<file path="src/rtl/piso_pkg.sv">
// Shared types and helpers for the parallel-in/serial-out stage.
package piso_pkg;

  typedef enum logic {
    ST_IDLE  = 1'b0,
    ST_SHIFT = 1'b1
  } state_t;

  // Bits needed to count 0..n-1, never less than one.
  function automatic int clog2(input int n);
    int r;
    r = 0;
    for (int i = 0; i < 31; i++) begin
      if ((1 << i) < n) r = i + 1;
    end
    return (r < 1) ? 1 : r;
  endfunction

endpackage

</file>
<file path="src/rtl/bit_counter.sv">
// Modulo counter with synchronous clear; flags when it sits at its maximum.
module bit_counter #(
  parameter int MAX = 15,
  parameter int CW  = 4
) (
  input  logic          clk,
  input  logic          reset,
  input  logic          clr,
  input  logic          inc,
  output logic [CW-1:0] cnt,
  output logic          at_max
);

  assign at_max = (cnt == CW'(MAX));

  always_ff @(posedge clk or negedge reset) begin
    if (!reset) begin
      cnt <= '0;
    end else if (clr) begin
      cnt <= '0;
    end else if (inc) begin
      cnt <= at_max ? '0 : cnt + CW'(1);
    end
  end

endmodule

</file>
<file path="src/rtl/piso_shift_register.sv">
// Parallel-in/serial-out stage with valid/ready load and a stallable serial side.
// Back-to-back words load on the final-bit edge so the serial stream has no gap.
module piso_shift_register
  import piso_pkg::*;
#(
  parameter int WIDTH     = 16,
  parameter bit MSB_FIRST = 1'b1
) (
  input  logic             clk,
  input  logic             reset,
  input  logic             load_valid,
  output logic             load_ready,
  input  logic [WIDTH-1:0] d,
  input  logic             shift_en,
  output logic             sout,
  output logic             sout_valid,
  output logic             last,
  output logic             busy
);

  localparam int CW = clog2(WIDTH);

  state_t           state;
  logic [WIDTH-1:0] shreg;
  logic [WIDTH-1:0] shreg_next;
  logic [CW-1:0]    cnt;
  logic             at_max;
  logic             in_shift;
  logic             word_done;
  logic             accept;

  assign in_shift   = (state == ST_SHIFT);
  assign sout_valid = in_shift;
  assign busy       = in_shift;
  assign last       = in_shift & (cnt == CW'(WIDTH - 1));
  assign sout       = in_shift & (MSB_FIRST ? shreg[WIDTH-1] : shreg[0]);

  assign word_done  = in_shift & at_max & shift_en;
  // Ready depends on shift_en so a new word can replace the final bit in the same edge.
  assign load_ready = ~in_shift | word_done;
  assign accept     = load_valid & load_ready;

  assign shreg_next = MSB_FIRST ? {shreg[WIDTH-2:0], 1'b0} : {1'b0, shreg[WIDTH-1:1]};

  bit_counter #(
    .MAX (WIDTH - 1),
    .CW  (CW)
  ) u_bit_counter (
    .clk    (clk),
    .reset  (reset),
    .clr    (accept | word_done),
    .inc    (in_shift & shift_en),
    .cnt    (cnt),
    .at_max (at_max)
  );

  always_ff @(posedge clk or negedge reset) begin
    if (!reset) begin
      state <= ST_IDLE;
      shreg <= '0;
    end else if (accept) begin
      state <= ST_SHIFT;
      shreg <= d;
    end else if (in_shift && shift_en) begin
      shreg <= shreg_next;
      if (word_done) state <= ST_IDLE;
    end
  end

endmodule

</file>
<file path="config.mk">
export PLATFORM = sky130hd
export DESIGN_NAME = piso_shift_register
export DESIGN_NICKNAME = d
export VERILOG_FILES = /design/src/rtl/piso_pkg.sv /design/src/rtl/bit_counter.sv /design/src/rtl/piso_shift_register.sv
export SDC_FILE = /design/constraint.sdc
export NUM_CORES = 1
export LEC_CHECK = 0
export ABC_AREA = 1
export BUFFER_PORTS_ARGS = -buffer_cell sky130_fd_sc_hd__buf_2
export CORE_UTILIZATION = 53
export CTS_CLUSTER_DIAMETER = 80
export DETAILED_ROUTE_END_ITERATION = 8
export PLACE_DENSITY = 0.75
export SETUP_SLACK_MARGIN = 0.15
export SYNTH_ARGS = -nofsm -noshare
export SYNTH_HDL_FRONTEND = slang
export SYNTH_HIERARCHICAL = 1
export SYNTH_SLANG_ARGS = --single-unit
export TNS_END_PERCENT = 5
</file>
<file path="constraint.sdc">
create_clock -name clk -period 2 [get_ports clk]
set_input_delay 0.1 -clock clk [delete_from_list [all_inputs] [get_ports clk]]
set_output_delay 0.1 -clock clk [all_outputs]
set_load 0.1 [all_outputs]
</file>
==> summary.md, run 1 <==
| Metric | Value |
|---|---|
| CP startpoint kind | register |
| Post-layout net count | 219 |
| Mapped Area | 0.00121 mm2 |
| PortBufs | 24 |
| Most common cell after layout, fill and taps aside | nand2_1 |
| Setup violations, final | 0 |
| Final Max Slew Viols | 0 |
| Fmax | 581 MHz |
| CTS Buf Count | 3 |
| Synthesis-stage register bit count | 21 |
| Most frequent cells in the layout | nand2_1, inv_1, nand3_1 |
| RSZ-0062 raised after global routing | false |
| EDFF count, synth | 0 |
| First-pass GRT wire length | 4.12 mm |
| Number of global-route vias before repair | 997 |
| Yosys warning total | 6 |
| Sequential share of power | 45.3% |
| Final Cycle Share | between 80% and 90% |
| Critical Path RT | 1.90 ns |
| P&R area growth vs syn | 15.7% |
| Largest net degree at the start of global routing | 22 |
| Drt pass-1 iters | 6 |
| # IOs | 25 |
| Final Hold Vio Count | 0 |
| Residual DRC | 0 |
| Clock power share | ~13% |
| GR Util All Layers | 21.7% |
| Switch Pwr | about 0.68 mW |
| Worst Setup End Kind | output pin |
| CTS tree | done |
| Peak supply drop | 0.648 mV |
| Post-synth ARST share | 100% |
| Die area | 0.00248 mm2 |
| Pint | 0.882 mW |
| # diodes | 0 |
| Slew margin rel. | about two thirds |
| Cell count after synthesis | between 150 and 200 |
| Worst Path Max Fanout | 6 |
| Most used DFF post-synth | dfrtp_1 |
| Clock sink total | 21 |
| Yosys top cell by area | dfrtp_1 |
| Area share of the largest cell type after synthesis | 43.4% |
| Status | complete, no violations |
| Sw Ratio | 43.6% |
| Combinational Power Share | 42.0% |
| Clock root buffer | clkbuf_4 |
| Core region area | 0.00206 mm2 |
| Vias/cell | 4.92 |
| Clk_lat worst skew | 0.29 ns |
| Worst Clk Skew | 0.00107 ns |
| DRT iter0 DRCs | 18 |
| Final Util | 68.0% |
| Die Width | 49.8 um |
| Post-DP HPWL | 1.68 mm |
| Max-Cap Viols | 0 |
| GRT Residual Overflow | 0 |
| Initial antenna violation count | 0 |
| Worst-margin pin slew | 0.484 ns |
| Post-synthesis sequential area ratio | approximately 43% |
| Synthesized area per cell | approximately 7 um2 |
| Setup total negative slack | 0 ns |
| Synth unique cells | 21 |
| Wirelength per Cell | 10.7 um |
| Chip height | roughly 50 um |
| Post-layout minimum cycle time | 1.72 ns |
| Min-delay worst type | primary input to register |
| DR vias | 1,102 |
| P per Cell Area | 1120 mW/mm2 |
| Reg clk slew, reported paths | 0.11 ns |
| Max Root-Sink Buffers | 2 |
| Arrival @ worst endpoint | 1.62 ns |
| # rows | 16 |
| P_leak | 0.874 nW |
| Area contributors post-synth | dfrtp_1, nand2_1, nand3_1 |
| Proportion of layout cells with a drive suffix above 1 | 20.3% |
| Initial core utilization | 58.7% |
| DRT Wirelength | 2.41 mm |
| Gpl congestion | a little over 0.8 |
| # H-tree levels | 1 |
| Syn_nets | approximately 190 |
| Crit Path Class | register to output pin |
| Post-route ant nets | 0 |
[logic make-up after synthesis]
kind of cell	Yosys count	share of synthesized area, %
AOI/OAI and AO/OA	4	1.96
DFF	21	43.4
adders and majority gates	1	1.03
buffers and inverters	45	15.7
and+or+nand+nor	101	37.9
[sequential cells by signal, indices dropped and copies added, names as in the netlist]
register,count
busy,1
u_bit_counter/cnt,4
shreg,16
[worst max-delay path, stage by stage, from the launching register on]
cell and delay (ns):
dfrtp_1 0.44, ha_1 0.25, nand3_2 0.10, inv_1 0.06, nand3_1 0.13, nand2_4 0.16, buf_12 0.18
[Yosys cell counts, types with 2 or more instances]
cell type	instances
nand4_1	2
buf_2	2
nor2_1	2
nand2_1	56
inv_1	37
dfrtp_1	21
nand3_1	34
nand2_2	3
buf_4	3
[layout make-up]
cell class,instances,area [um2]
inverters,38,143
flip-flops and latches,21,528
repair buffers,28,168
well taps,27,33.8
fillers,180,661
clock buffers,4,26.3
multi-input cells,106,503
[path summary, 6_finish.rpt]
kind | startpoint | end | slack [ns] | depth (start not counted)
worst min-delay path | d[0] | shreg[0] | 0.05 | 3
max in group asynchronous | reset | busy | 1.38 | 2
min in group asynchronous | reset | shreg[15] | 0.28 | 2
worst min register to register | shreg[10] | shreg[10] | 0.49 | 2
worst max register to register | u_bit_counter/cnt[1] | shreg[1] | 0.32 | 9
worst max-delay path | u_bit_counter/cnt[1] | load_ready | 0.28 | 6
[stage by stage]
step	total power [mW]	area, um2	std cells	hold slack [ns]	setup WS, ns
2_1_floorplan	1.21	1210	172	-0.196	0.197
3_3_place_gp	1.33	1340	217	0.0787	0.325
3_5_place_dp	1.35	1340	217	0.0842	0.228
4_1_cts	1.56	1390	222	0.0456	0.164
5_1_grt	1.71	1400	224	0.0522	0.174
6_report	1.56	1400	224	0.0485	0.279
[power by group through the flow]
stage	clock [mW]	combinational [mW]	sequential [mW]
2_1_floorplan	0	0.503	0.707
3_3_place_gp	0	0.626	0.703
3_5_place_dp	0	0.640	0.712
4_1_cts	0.208	0.646	0.704
5_1_grt	0.230	0.745	0.734
6_report	0.198	0.656	0.708
[per-layer routing]
metal | wire length, um | global-route usage (%) | part of all wire, %
met2 | 1190 | 36.7 | 50
met1 | 1120 | 28.6 | 47
met4 | 11 | 5.71 | 0.46
met3 | 77 | 3.70 | 3.2
met5 | 0 | 0 | 0
[timing repair]
action	in CTS	in global routing
hold endpoints to repair	21	0
hold buffers	1	0
gates resized for setup	1	1
pin swaps	0	1
buffers inserted	0	2
endpoints found under the setup margin	1	12
No activity file was read; power rests on OpenSTA's default activity.
==> inputs of run 2 (changes only) <==
--- a/config.mk
+++ b/config.mk
@@ -10,6 +10,7 @@
 export CORE_UTILIZATION = 53
 export CTS_CLUSTER_DIAMETER = 80
 export DETAILED_ROUTE_END_ITERATION = 8
+export MAX_ROUTING_LAYER = met4
 export PLACE_DENSITY = 0.75
 export SETUP_SLACK_MARGIN = 0.15
 export SYNTH_ARGS = -nofsm -noshare
==> summary.md, run 2 (synthesis gave the netlist of run 1 again) <==
| Metric | Value |
|---|---|
| Max-Cap Viols | 0 |
| Initial core utilization | 58.7% |
| WHS Endpoint | shreg[0] |
| Filler cells | 180 |
| Dpl cells | 217 |
| Final Cell Area | 0.00140 mm2 |
| Die area | 0.00248 mm2 |
| Worst Path Max Fanout | 6 |
| # H-tree levels | 1 |
| R2R cell count | 9 |
| Max reg flops | 16 |
| GRT Residual Overflow | 0 |
| Hold path startpoint | d[0] |
| DR vias | 1,096 |
| Die Width | 49.8 um |
| Worst Setup End Kind | output pin |
| Largest net degree at the start of global routing | 22 |
| Clk_lat worst skew | 0.29 ns |
| Final WS setup | around 0.28 ns |
| Worst-margin pin slew | slightly below 0.5 ns |
| # IOs | 25 |
| P&R area growth vs syn | 15.7% |
| Drt pass-1 iters | 6 |
| Setup violations, final | 0 |
| Total power | 1.56 mW |
| Setup WS pre-CTS | 0.228 ns |
| # rows | 16 |
| Final Cycle Share | 86.0% |
| Post-route ant nets | 0 |
| First-pass GRT wire length | 4.13 mm |
| Core region area | 0.00206 mm2 |
| Most frequent cells in the layout | nand2_1, inv_1, nand3_1 |
| PortBufs | 24 |
| # diodes | 0 |
| Initial antenna violation count | 0 |
| Post-layout net count | 219 |
| CTS Buf Count | 3 |
| Slew margin rel. | 68.0% |
| P per Cell Area | 1110 mW/mm2 |
| Worst R2R Setup Slack | 0.34 ns |
| Fmax | 581 MHz |
| Placed Area | 0.00134 mm2 |
| Residual DRC | 0 |
| Wirelength per Cell | 10.7 um |
| Post-DP HPWL | between 1.5 and 2 mm |
| DRT iter0 DRCs | 18 |
| Most common cell after layout, fill and taps aside | nand2_1 |
| CP startpoint kind | register |
| DRT Wirelength | approximately 2.4 mm |
| FF-to-FF End | shreg[1] |
| Number of global-route vias before repair | approximately 1,000 |
| Min-delay worst type | primary input to register |
| Finished Layout Cells | 224 |
| Clock sink total | 21 |
| Vias/cell | 4.89 |
| Worst Clk Skew | ~0.0014 ns |
| Register with the most flip-flops | shreg |
| Proportion of layout cells with a drive suffix above 1 | 20.3% |
| P_leak | just under 0.9 nW |
| Final Max Slew Viols | 0 |
| Hold WS | 0.0486 ns |
| Clock root buffer | clkbuf_4 |
| Crit Path Class | register to output pin |
| WHS Path Cells | 3 |
| RSZ-0062 raised after global routing | false |
| Gpl congestion | 0.843 |
| Final Hold Vio Count | 0 |
| Setup total negative slack | 0 ns |
| Reg clk slew, reported paths | ~0.11 ns |
| CTS tree | done |
| Critical Path RT | 1.90 ns |
| GR Util All Layers | 22.3% |
| Post-layout minimum cycle time | 1.72 ns |
| Reg-to-reg startpoint | u_bit_counter/cnt[1] |
| Peak supply drop | 0.647 mV |
| Arrival @ worst endpoint | 1.62 ns |
| Chip height | 49.8 um |
| Status | complete, no violations |
| Final Util | 68.0% |
| Max Root-Sink Buffers | 2 |
run 2: worst max-delay path by stage:
stage	startpoint	end	slack [ns]	cells after the start
floorplan	busy	shreg[10]	0.20	6
global placement	u_bit_counter/cnt[0]	shreg[4]	0.32	9
detailed placement	u_bit_counter/cnt[0]	shreg[1]	0.23	9
CTS	u_bit_counter/cnt[0]	load_ready	0.16	6
global route	u_bit_counter/cnt[1]	load_ready	0.17	6
finish	u_bit_counter/cnt[1]	load_ready	0.28	6
run 2: worst max-delay path: stages (launching register included):
cell,delay (ns)
dfrtp_1,0.43
ha_1,0.25
nand3_2,0.10
inv_1,0.06
nand3_1,0.13
nand2_4,0.16
buf_12,0.18
run 2: what timing repair did:
item                                    4_1_cts  5_1_grt
hold endpoints to repair                     21        0
resized for setup                             1        1
hold buffers                                  1        0
gates cloned                                  0        0
setup buffers                                 0        2
endpoints found under the setup margin        1       12
pin swaps                                     0        1
run 2: area by class of cell:
type / instances / area, um2 / share of cell area, %
timing repair buffer: 28 / 168 / 12.0
multi-input combinational: 106 / 503 / 35.9
clock buffer: 4 / 26.3 / 1.88
tap: 27 / 33.8 / 2.41
inverter: 38 / 143 / 10.2
sequential: 21 / 528 / 37.7
run 2: metal layers:
metal | vias to the layer above | global-route usage [%] | wire length (um)
met5 | - | - | 0
met4 | 0 | 5.71 | 14
met3 | 2 | 3.70 | 73
met2 | 21 | 36.7 | 1180
met1 | 504 | 28.6 | 1120
li1 | 569 | - | -
run 2: power breakdown:
part	leakage (nW)	switching, mW	internal, mW
Clock	0.0150	0.120	0.0775
Combinational	0.590	0.433	0.221
Sequential	0.269	0.126	0.583
